**src/rtl/led_sequencer_if.sv**
```systemverilog
// LED sequencer control/status bundle: enable and mode in, LED drive and step pulse out.
// Latency: none, wires only.
// Backpressure: none; the sequencer free-runs whenever en is high.
interface led_sequencer_if #(
    parameter int NUM_LEDS = 8
);
    logic                en;
    logic [1:0]          mode;
    logic [NUM_LEDS-1:0] led;
    logic                step_pulse;

    // Controller side: drives enable/mode, observes LEDs
    modport master (
        output en,
        output mode,
        input  led,
        input  step_pulse
    );

    // Sequencer side
    modport slave (
        input  en,
        input  mode,
        output led,
        output step_pulse
    );
endinterface

```
**src/rtl/led_sequencer.sv**
```systemverilog
// LED pattern generator: prescaled step tick advances walk-down/walk-up/bounce/blink patterns.
// Latency: led and step_pulse update one clk after the step condition (count==STEP_CYCLES-1 with en).
// Backpressure: none; en=0 freezes the prescaler and all pattern state.
module led_sequencer #(
    parameter int NUM_LEDS    = 8,
    parameter int STEP_CYCLES = 25000000,
    parameter bit ACTIVE_LOW  = 1'b1
) (
    input  logic              i_clk,
    input  logic              i_rst,
    led_sequencer_if.slave    bus
);
    localparam int CW = (STEP_CYCLES > 1) ? $clog2(STEP_CYCLES) : 1;
    localparam int PW = (NUM_LEDS > 1) ? $clog2(NUM_LEDS) : 1;
    localparam logic [CW-1:0]       LAST_CNT = CW'(STEP_CYCLES - 1);
    localparam logic [PW-1:0]       TOP_POS  = PW'(NUM_LEDS - 1);
    localparam logic [NUM_LEDS-1:0] UNLIT    = ACTIVE_LOW ? {NUM_LEDS{1'b1}} : {NUM_LEDS{1'b0}};

    typedef enum logic [1:0] {
        MODE_DOWN   = 2'b00,
        MODE_UP     = 2'b01,
        MODE_BOUNCE = 2'b10,
        MODE_BLINK  = 2'b11
    } mode_e;

    logic [CW-1:0]       r_cnt;
    logic [PW-1:0]       r_pos;
    logic                r_dir_up;
    logic                r_phase_on;
    logic                r_running;
    mode_e               r_cur_mode;
    logic [NUM_LEDS-1:0] r_led;
    logic                r_step_pulse;

    logic [CW-1:0]       w_cnt_nxt;
    logic [PW-1:0]       w_pos_nxt;
    logic                w_dir_up_nxt;
    logic                w_phase_on_nxt;
    logic                w_running_nxt;
    mode_e               w_cur_mode_nxt;
    logic [NUM_LEDS-1:0] w_led_nxt;
    logic                w_step;
    mode_e               w_mode;

    assign w_step = bus.en && (r_cnt == LAST_CNT);
    assign w_mode = mode_e'(bus.mode);

    // State register: prescaler, position/direction/phase, and the registered outputs
    always_ff @(posedge i_clk) begin
        if (i_rst) begin
            r_cnt        <= '0;
            r_pos        <= TOP_POS;
            r_dir_up     <= 1'b0;
            r_phase_on   <= 1'b1;
            r_running    <= 1'b0;
            r_cur_mode   <= MODE_DOWN;
            r_led        <= UNLIT;
            r_step_pulse <= 1'b0;
        end else begin
            r_cnt        <= w_cnt_nxt;
            r_pos        <= w_pos_nxt;
            r_dir_up     <= w_dir_up_nxt;
            r_phase_on   <= w_phase_on_nxt;
            r_running    <= w_running_nxt;
            r_cur_mode   <= w_cur_mode_nxt;
            r_step_pulse <= w_step;
            if (w_step) begin
                r_led <= w_led_nxt;
            end
        end
    end

    // Next state: prescaler count, then on a step either load the mode start state or advance
    always_comb begin
        w_cnt_nxt      = r_cnt;
        w_pos_nxt      = r_pos;
        w_dir_up_nxt   = r_dir_up;
        w_phase_on_nxt = r_phase_on;
        w_running_nxt  = r_running;
        w_cur_mode_nxt = r_cur_mode;

        if (bus.en) begin
            w_cnt_nxt = (r_cnt == LAST_CNT) ? '0 : r_cnt + 1'b1;
        end

        if (w_step) begin
            if (!r_running || (w_mode != r_cur_mode)) begin
                // Fresh start or mode switch: restart the newly sampled pattern
                w_running_nxt  = 1'b1;
                w_cur_mode_nxt = w_mode;
                case (w_mode)
                    MODE_DOWN:   w_pos_nxt = TOP_POS;
                    MODE_UP:     w_pos_nxt = '0;
                    MODE_BOUNCE: begin
                        w_pos_nxt    = TOP_POS;
                        w_dir_up_nxt = 1'b0;
                    end
                    default:     w_phase_on_nxt = 1'b1;
                endcase
            end else begin
                case (r_cur_mode)
                    MODE_DOWN:   w_pos_nxt = (r_pos == '0) ? TOP_POS : r_pos - 1'b1;
                    MODE_UP:     w_pos_nxt = (r_pos == TOP_POS) ? '0 : r_pos + 1'b1;
                    MODE_BOUNCE: begin
                        // Ends are turned around in one step so they are not shown twice
                        if (NUM_LEDS == 1) begin
                            w_pos_nxt = '0;
                        end else if (!r_dir_up) begin
                            if (r_pos == '0) begin
                                w_dir_up_nxt = 1'b1;
                                w_pos_nxt    = PW'(1);
                            end else begin
                                w_pos_nxt = r_pos - 1'b1;
                            end
                        end else begin
                            if (r_pos == TOP_POS) begin
                                w_dir_up_nxt = 1'b0;
                                w_pos_nxt    = TOP_POS - 1'b1;
                            end else begin
                                w_pos_nxt = r_pos + 1'b1;
                            end
                        end
                    end
                    default:     w_phase_on_nxt = ~r_phase_on;
                endcase
            end
        end
    end

    // Pattern from the next state, with board polarity applied
    always_comb begin
        w_led_nxt = '0;
        if (w_cur_mode_nxt == MODE_BLINK) begin
            w_led_nxt = {NUM_LEDS{w_phase_on_nxt}};
        end else begin
            for (int i = 0; i < NUM_LEDS; i++) begin
                w_led_nxt[i] = (w_pos_nxt == PW'(i));
            end
        end
        if (ACTIVE_LOW) begin
            w_led_nxt = ~w_led_nxt;
        end
    end

    assign bus.led        = r_led;
    assign bus.step_pulse = r_step_pulse;
endmodule

```
**src/flat_wrapper.sv**
```systemverilog
// flat-port wrapper written by rule: the top's interface ports become plain ports
module led_sequencer_flat 
#(
    parameter int NUM_LEDS    = 8,
    parameter int STEP_CYCLES = 25000000,
    parameter bit ACTIVE_LOW  = 1'b1
)
  (i_clk, i_rst, bus_en, bus_mode, bus_led, bus_step_pulse);
  led_sequencer_if #(.NUM_LEDS(NUM_LEDS)) bus_i ();
  input  logic i_clk;
  input  logic i_rst;
  input wire logic [$bits(bus_i.en)-1:0] bus_en;
  input wire logic [$bits(bus_i.mode)-1:0] bus_mode;
  output wire logic [$bits(bus_i.led)-1:0] bus_led;
  output wire logic [$bits(bus_i.step_pulse)-1:0] bus_step_pulse;
  assign bus_i.en = bus_en;
  assign bus_i.mode = bus_mode;
  assign bus_led = bus_i.led;
  assign bus_step_pulse = bus_i.step_pulse;
  led_sequencer #(.NUM_LEDS(NUM_LEDS), .STEP_CYCLES(STEP_CYCLES), .ACTIVE_LOW(ACTIVE_LOW)) u_core (.i_clk(i_clk), .i_rst(i_rst), .bus(bus_i));
endmodule
```
**config.mk**
```make
export PLATFORM = sky130hd
export DESIGN_NAME = led_sequencer_flat
export DESIGN_NICKNAME = d
export VERILOG_FILES = /design/src/rtl/led_sequencer_if.sv /design/src/rtl/led_sequencer.sv /design/src/flat_wrapper.sv
export SDC_FILE = /design/constraint.sdc
export NUM_CORES = 1
export LEC_CHECK = 0
export BUFFER_PORTS_ARGS = -buffer_cell sky130_fd_sc_hd__buf_2
export CAP_MARGIN = 20
export CORE_ASPECT_RATIO = 1.2
export CORE_MARGIN = 4
export CORE_UTILIZATION = 56
export CTS_BUF_LIST = sky130_fd_sc_hd__clkbuf_8
export CTS_CLUSTER_DIAMETER = 80
export DETAILED_ROUTE_END_ITERATION = 7
export HOLD_SLACK_MARGIN = 0.03
export PLACE_DENSITY = 0.82
export SYNTH_ARGS = -nofsm -noshare
export SYNTH_HDL_FRONTEND = slang
export SYNTH_SLANG_ARGS = --single-unit
```
**constraint.sdc**
```tcl
create_clock -name i_clk -period 2.5 [get_ports i_clk]
set_input_delay 0.125 -clock i_clk [delete_from_list [all_inputs] [get_ports i_clk]]
set_output_delay 0.125 -clock i_clk [all_outputs]
set_load 0.02 [all_outputs]
```
==> flow_summary.ini, run 1 <==
[run_status]
outcome = complete, no violations

[hold_path]
hold_start = i_rst
hold_depth = 2
hold_class = in2reg

[setup_path]
critical_path_class = reg2reg
path_cells = or4b_4 > or2_0 > or4_4 > a311oi_4 > a211oi_4 > o31a_1
critPathCaptureType = flip-flop
cp.arrival_ns = 2.67
r2r_start = u_core.r_cnt[10]
crit_start = u_core.r_cnt[10]
cp_slowest_cell = or4_4
required_ns = 2.69
crit_fanout = 8
reg2reg_depth = 6
slowest_delay_ns = 0.59
crit_family = simple AND/OR/NAND/NOR gates
path_buf_inv = 0
worstSetupStartpointType = flip-flop
cp.depth = 6

[floorplan]
die_height_um = 76.7
die_area_um2 = 5000
rows = 24
coreArea_um2 = 3720
initial_utilization_pct = 59.1
num_io_pins = 14
chipWidth_um = 65.2

[place]
placed_area_um2 = 2330
dp_slack_ns = 0.0272
gp_congestion = 0.893
hpwl_um = 3170
port_buffers = 13

[global_route]
grt_overflow = 0
grtUsageTotal_pct = 19.1
antenna_found_initial = 0
grt_max_degree = 18
grt_pass1_vias = 1778
grt_first_pass_wirelength_um = 7700

[final_layout]
diodes = 0
design_area_um2 = 2450
final_common_cell = dfxtp_1
drive_gt1_share_pct = 15.0
multi_input_area_um2 = 1280
layout_common_cells = 39 x dfxtp_1, 36 x nor2_1, 17 x nand2_1
fin_util_pct = 65.9
final_nets = 291
regArea_um2 = 845
nFillCells = 322
syn_to_final_growth_pct = 11.5

[clock_network]
cts_tree = done
numClockSinks = 42
cts_root_buffer = clkbuf_8
clock_latency_ns = 0.30
cts_buffers = 5
htree_levels = 2
clk_pin_slew_ns = 0.07
cts_buffer_depth = 2
ctsHoldBuffers = 0

[synth]
synth_top_area_share_pct = 38.2
seq_area_frac_synth_pct = 38.2
yosys_register_bits = 42
netlist-cell-type-count = 50
synthFlopType = dfxtp_1
synthesis.area_um2 = 2200
synth_edf_count = 0
synthCells = 263
synth.avg_cell_area_um2 = 8.37
syn-num-nets = 274
synth.largest_area_cell = dfxtp_1
async_flop_share_pct = 0
synth_warnings = 0
ys_top_cells_by_area = dfxtp_1 38%, nor2_1 6.1%, xnor2_1 6.0%

[routing]
via_count = 1883
dr.first_iter.drc_count = 219
wl_per_cell_um = 13.3
drc_errors = 0
wl_um = 4430
drtAntennaViolNets = 0
firstDrtPassIters = 4
vias_per_cell = 5.67

[pwr]
powerDensity_nw_per_um2 = 463
p_leak_uw = 0.000910
design_power_total_uw = 1140
ir_drop_mv = 0.360

[sta]
setup_viol = 0
rsz0062_at_grt = true
tightestPinTransition_ns = 0.459
slew_headroom_pct = 69.4
final_hold_viol_count = 0
layout_min_cycle_time_ns = 2.48
fmax_mhz = 403
fin_skew_ns = 0.00532
period_share_pct = 99.2
slew_viol_final = 0
finalWorstSetupSlack_ns = 0.0193
tns_ns = 0

[flow_run]
maxCapViolations = 0
-- worst register-to-register path, stage by stage (launching register included) --
cell      delay [ns]
dfxtp_2         0.34
or4b_4          0.53
or2_0           0.23
or4_4           0.59
a311oi_4        0.33
a211oi_4        0.11
o31a_1          0.25
-- flip-flops by register name, summed over array words and instances (netlist names) --
| name | count |
|---|---|
| u_core.bus.step_pulse | 1 |
| u_core.r_phase_on | 1 |
| u_core.r_running | 1 |
| u_core.r_dir_up | 1 |
| u_core.bus.led | 8 |
| u_core.r_pos | 3 |
| u_core.r_cur_mode | 2 |
| u_core.r_cnt | 25 |
-- cells by family after synthesis --
group                      share of synthesized area (%)
xor gates and xnor gates                            8.75
muxes                                               1.36
buffers and inverters                               5.00
and+or+nand+nor                                     27.0
AOI/OAI and AO/OA                                   16.3
adders and majority gates                           3.41
DFF                                                 38.2
-- per-stage QoR --
| stage | std cells | hold slack (ns) |
|---|---|---|
| 3_5_place_dp | 323 | 0.456 |
| 2_1_floorplan | 263 | 0.386 |
| 6_report | 332 | 0.151 |
| 5_1_grt | 332 | 0.178 |
| 3_3_place_gp | 323 | 0.443 |
| 4_1_cts | 330 | 0.142 |
-- routing by layer --
metal	GRT usage (%)	wire, um	vias to the layer above
met4	10.8	133	0
met2	31.5	2190	49
met3	4.53	179	15
li1	-	-	948
met1	22.3	1920	871
met5	0	0	-
-- cells in the mapped netlist (all sizes together), types with 10 or more instances --
master	number
dfxtp	42
nor2	36
nand2	17
inv	15
xnor2	15
a21oi	14
nand3	10
o21ai	10
-- path summary, 6_finish.rpt --
check,end,slack (ns)
min,u_core.r_cur_mode[1],0.15
min reg2reg,u_core.r_phase_on,0.48
max reg2reg,u_core.bus.led[7],0.02
max,u_core.bus.led[7],0.02
-- repair_timing --
action | CTS | global route
gates resized for setup | 0 | 8
setup endpoints to repair | 0 | 8
buffers inserted | 0 | 2
-- report_power, final --
part	internal [uW]	switching, uW
Clock	187	224
Combinational	18.4	31.2
Sequential	672	3.09
-- final cells by class --
cell class / instances / share of cell area (%)
Multi-Input combinational cell: 194 / 52.0
Inverter: 15 / 2.29
Clock buffer: 5 / 2.80
Timing Repair Buffer: 22 / 5.40
Sequential cell: 42 / 34.4
Clock inverter: 2 / 0.408
Tap cell: 52 / 2.65
Note: power is estimated with default switching activity, not from simulation.
==> run 2, diff against run 1 <==
Settings changed: CORE_ASPECT_RATIO 1.2 to not set.
==> flow_summary.ini, run 2 (synthesis gave the netlist of run 1 again) <==
[routing]
firstDrtPassIters = 4
dr.first_iter.drc_count = 156
drtAntennaViolNets = 0
drc_errors = 0
vias_per_cell = 5.68
wl_um = 4510
via_count = 1870
wl_per_cell_um = 13.7

[sta]
slew_headroom_pct = 71.5
tns_ns = 0
setup_viol = 0
rsz0062_at_grt = false
fmax_mhz = 417
slew_viol_final = 0
finalWorstSetupSlack_ns = 0.104
final_hold_viol_count = 0
layout_min_cycle_time_ns = 2.40
fin_skew_ns = 0.0105
hold_ws_ns = 0.137
period_share_pct = 95.8
tightestPinTransition_ns = 0.427

[final_layout]
syn_to_final_growth_pct = 12.6
fin_util_pct = 66.2
diodes = 0
final_common_cell = dfxtp_1
layout_common_cells = 42 x dfxtp_1, 36 x nor2_1, 17 x nand2_1
regMostFlops = u_core.r_cnt
nFillCells = 322
drive_gt1_share_pct = 12.8
largest_reg_flops = 25
final_nets = 291

[clock_network]
ctsHoldBuffers = 0
clk_pin_slew_ns = 0.08
numClockSinks = 42
cts_tree = done
cts_buffer_depth = 2
htree_levels = 2
cts_root_buffer = clkbuf_8
cts_buffers = 5
clock_latency_ns = 0.30

[global_route]
grt_overflow = 0
antenna_found_initial = 0
grt_pass1_vias = 1795
grtUsageTotal_pct = 19.2
grt_max_degree = 20
grt_first_pass_wirelength_um = 7850

[hold_path]
hold_class = in2reg

[place]
gp_congestion = 0.866
hpwl_um = 3230
dp_slack_ns = 0.00824
port_buffers = 13

[setup_path]
critPathCaptureType = flip-flop
crit_fanout = 9
cp.arrival_ns = 2.60
crit_family = simple AND/OR/NAND/NOR gates
path_cells = or4b_1 > or2_0 > or4_4 > a311oi_4 > a211oi_4 > o31a_1
worstSetupStartpointType = flip-flop
critical_path_class = reg2reg
r2r_slack_ns = 0.10
required_ns = 2.70
path_buf_inv = 0
slowest_delay_ns = 0.54
cp_slowest_cell = or4b_1

[pwr]
powerDensity_nw_per_um2 = 512
switching_power_uw = 282
pwr-share-comb_pct = 4.1
p_leak_uw = 0.000919
clkPwrFrac_pct = 42.6
switching_share_pct = 22.2
seq_power_share_pct = 53.3
ir_drop_mv = 0.435
design_power_total_uw = 1270
cell_internal_pwr_uw = 986

[floorplan]
initial_utilization_pct = 58.8
rows = 22
coreArea_um2 = 3740
die_area_um2 = 5000
die_height_um = 70.7
chipWidth_um = 70.7
num_io_pins = 14

[flow_run]
maxCapViolations = 0

[run_status]
outcome = complete, no violations
[run 2: cell types whose count changed in the layout (fill, tap and decap cells not counted), moves of 2 or more]
cell | before | now
a21oi_2 | 2 | 0
clkinv_2 | 2 | 0
dfxtp_1 | 39 | 42
a21oi_1 | 12 | 14
dfxtp_2 | 3 | 0
[run 2: metrics by stage]
step	cells	cell area [um^2]
floorplan	263	2200
global placement	319	2340
detailed placement	319	2340
CTS	327	2450
global route	329	2480
finish	329	2480
[run 2: metal layers]
metal / GRT usage (%) / part of all wire, %
met5: 0 / 0
met4: 5.43 / 0.73
met3: 6.53 / 3.8
met2: 31.2 / 49
met1: 24.1 / 46
[run 2: repair_timing]
item                                    CTS  global route
setup buffers                             0             2
pin swaps                                 2             5
resized for setup                         0             2
endpoints found under the setup margin    1             8
[run 2: worst register-to-register path: cells and delay by family (launching register included)]
kind | cells | cell delay [ns]
AND/OR/NAND/NOR | 3 | 1.26
AO/OA/AOI/OAI | 3 | 0.70
flip-flops | 1 | 0.34
[run 2: layout make-up]
class                           instances  area (um^2)  area share, %
Clock buffer                            5         68.8           2.78
Inverter                               15         56.3           2.27
Multi-Input combinational cell        194         1270           51.1
Tap cell                               48         60.1           2.42
Sequential cell                        42          841           33.9
Timing Repair Buffer                   22          145           5.86
Clock inverter                          3         41.3           1.67
[run 2: power groups by stage]
stage	clock (uW)	sequential (uW)	combinational, uW
floorplan	0	691	33.5
global placement	0	691	50.3
detailed placement	0	691	51.9
CTS	548	675	52.5
global route	574	676	59.0
finish	540	675	52.3
[run 2: path summary, 6_finish.rpt]
path	from	endpoint	cells after the start
setup / recovery	u_core.r_cnt[8]	u_core.bus.led[7]	6
setup reg to reg	u_core.r_cnt[8]	u_core.bus.led[7]	6
hold / removal	i_rst	u_core.r_cur_mode[1]	2
hold reg to reg	u_core.r_phase_on	u_core.r_phase_on	2
==> run 3, diff against run 2 <==
Settings changed: REMOVE_ABC_BUFFERS set to 1.
==> flow_summary.ini, run 3 (synthesis gave the netlist of run 1 again) <==
[setup_path]
critical_path_class = reg2reg
r2r_end = u_core.bus.led[7]
cp.arrival_ns = 2.62
critPathCaptureType = flip-flop
required_ns = 2.70
crit_fanout = 9
r2r_start = u_core.r_cnt[6]
reg2reg_depth = 6
r2r_slack_ns = 0.07
worstSetupStartpointType = flip-flop

[sta]
period_share_pct = 97.0
tightestPinTransition_ns = 0.524
finalWorstSetupSlack_ns = 0.0747
setup_viol = 0
fin_skew_ns = 0.00805
rsz0062_at_grt = true
fmax_mhz = 412
final_hold_viol_count = 0
slew_viol_final = 0
layout_min_cycle_time_ns = 2.43
slew_headroom_pct = 64.6

[final_layout]
nFillCells = 323
diodes = 0
drive_gt1_share_pct = 12.8
largest_reg_flops = 25
final_nets = 292
syn_to_final_growth_pct = 11.4
layout_common_cells = 42 x dfxtp_1, 36 x nor2_1, 17 x nand2_1
regMostFlops = u_core.r_cnt
design_area_um2 = 2450
fin_util_pct = 65.5
final_common_cell = dfxtp_1

[pwr]
pwr-share-comb_pct = 4.4
ir_drop_mv = 0.321
powerDensity_nw_per_um2 = 479
seq_power_share_pct = 57.5
switching_share_pct = 22.4
switching_power_uw = 263
cell_internal_pwr_uw = 911
clkPwrFrac_pct = 38.1
p_leak_uw = 0.000911

[clock_network]
ctsHoldBuffers = 0
cts_root_buffer = clkbuf_8
clk_pin_slew_ns = 0.08
cts_buffer_depth = 2
cts_tree = done
numClockSinks = 42
cts_buffers = 5
post_cts_buffers = 0
htree_levels = 2
cts_resized = 0
clock_latency_ns = 0.30

[global_route]
grt_first_pass_wirelength_um = 7530
grt_pass1_vias = 1716
grt_overflow = 0
grt_max_degree = 22
grtUsageTotal_pct = 18.4
antenna_found_initial = 0

[routing]
drtAntennaViolNets = 0
via_count = 1887
wl_per_cell_um = 13.6
wl_um = 4480
drc_errors = 0
dr.first_iter.drc_count = 192
firstDrtPassIters = 4
vias_per_cell = 5.72

[place]
hpwl_um = 3130
dp_slack_ns = 0.0281
placed_area_um2 = 2350
port_buffers = 13
gp_congestion = 0.837

[floorplan]
rows = 22
coreArea_um2 = 3740
die_height_um = 70.7
die_area_um2 = 5000
num_io_pins = 14
chipWidth_um = 70.7
initial_utilization_pct = 58.8

[hold_path]
hold_depth = 2
hold_start = i_rst
min_to = u_core.r_dir_up
hold_class = in2reg

[flow_run]
maxCapViolations = 0

[run_status]
outcome = complete, no violations
[run 3: stage by stage]
stage / hold slack (ns) / cells / power (uW) / TNS, ns
2_1_floorplan: 0.194 / 251 / 716 / -0.409
3_3_place_gp: 0.436 / 320 / 741 / 0
3_5_place_dp: 0.445 / 320 / 743 / 0
4_1_cts: 0.124 / 328 / 1190 / 0
5_1_grt: 0.145 / 330 / 1220 / -0.0170
6_report: 0.132 / 330 / 1170 / 0
[run 3: critical path, cell delays in order, from the launching register on]
cell,delay (ns)
dfxtp_1,0.34
nor4b_1,0.52
nand3_1,0.20
or4_4,0.60
a311oi_4,0.26
a211oi_4,0.10
o31a_1,0.31
[run 3: worst max path at each step]
| stage | from | slack, ns | cells after the start | to |
|---|---|---|---|---|
| 2_1_floorplan | u_core.r_cnt[8] | -0.07 | 6 | u_core.bus.led[0] |
| 3_3_place_gp | u_core.r_cnt[8] | 0.08 | 6 | u_core.bus.led[7] |
| 3_5_place_dp | u_core.r_cnt[8] | 0.03 | 6 | u_core.bus.led[7] |
| 4_1_cts | u_core.r_cnt[8] | 0.03 | 6 | u_core.bus.led[7] |
| 5_1_grt | u_core.r_cnt[8] | -0.02 | 6 | u_core.bus.led[3] |
| 6_report | u_core.r_cnt[6] | 0.07 | 6 | u_core.bus.led[7] |
[run 3: power by group through the flow]
stage               Combinational (uW)  Clock, uW  Sequential (uW)
detailed placement                51.6          0              691
finish                            52.1        447              675
global route                      58.3        487              675
CTS                               51.9        461              675
global placement                  50.5          0              691
floorplan                         24.9          0              691
[run 3: final cells by class]
class	instances	area, um^2	area share (%)
multi-input combinational	194	1250	51.0
sequential	42	841	34.3
timing repair buffer	23	153	6.22
clock buffer	6	82.6	3.37
tap	48	60.1	2.45
inverter	15	56.3	2.30
clock inverter	2	8.76	0.357
[run 3: routing by layer]
layer  global-route usage, %  routed length (um)
met4                    7.10                  50
met3                    5.68                 244
met1                    23.5                2010
met2                    29.1                2170
met5                       0                   0
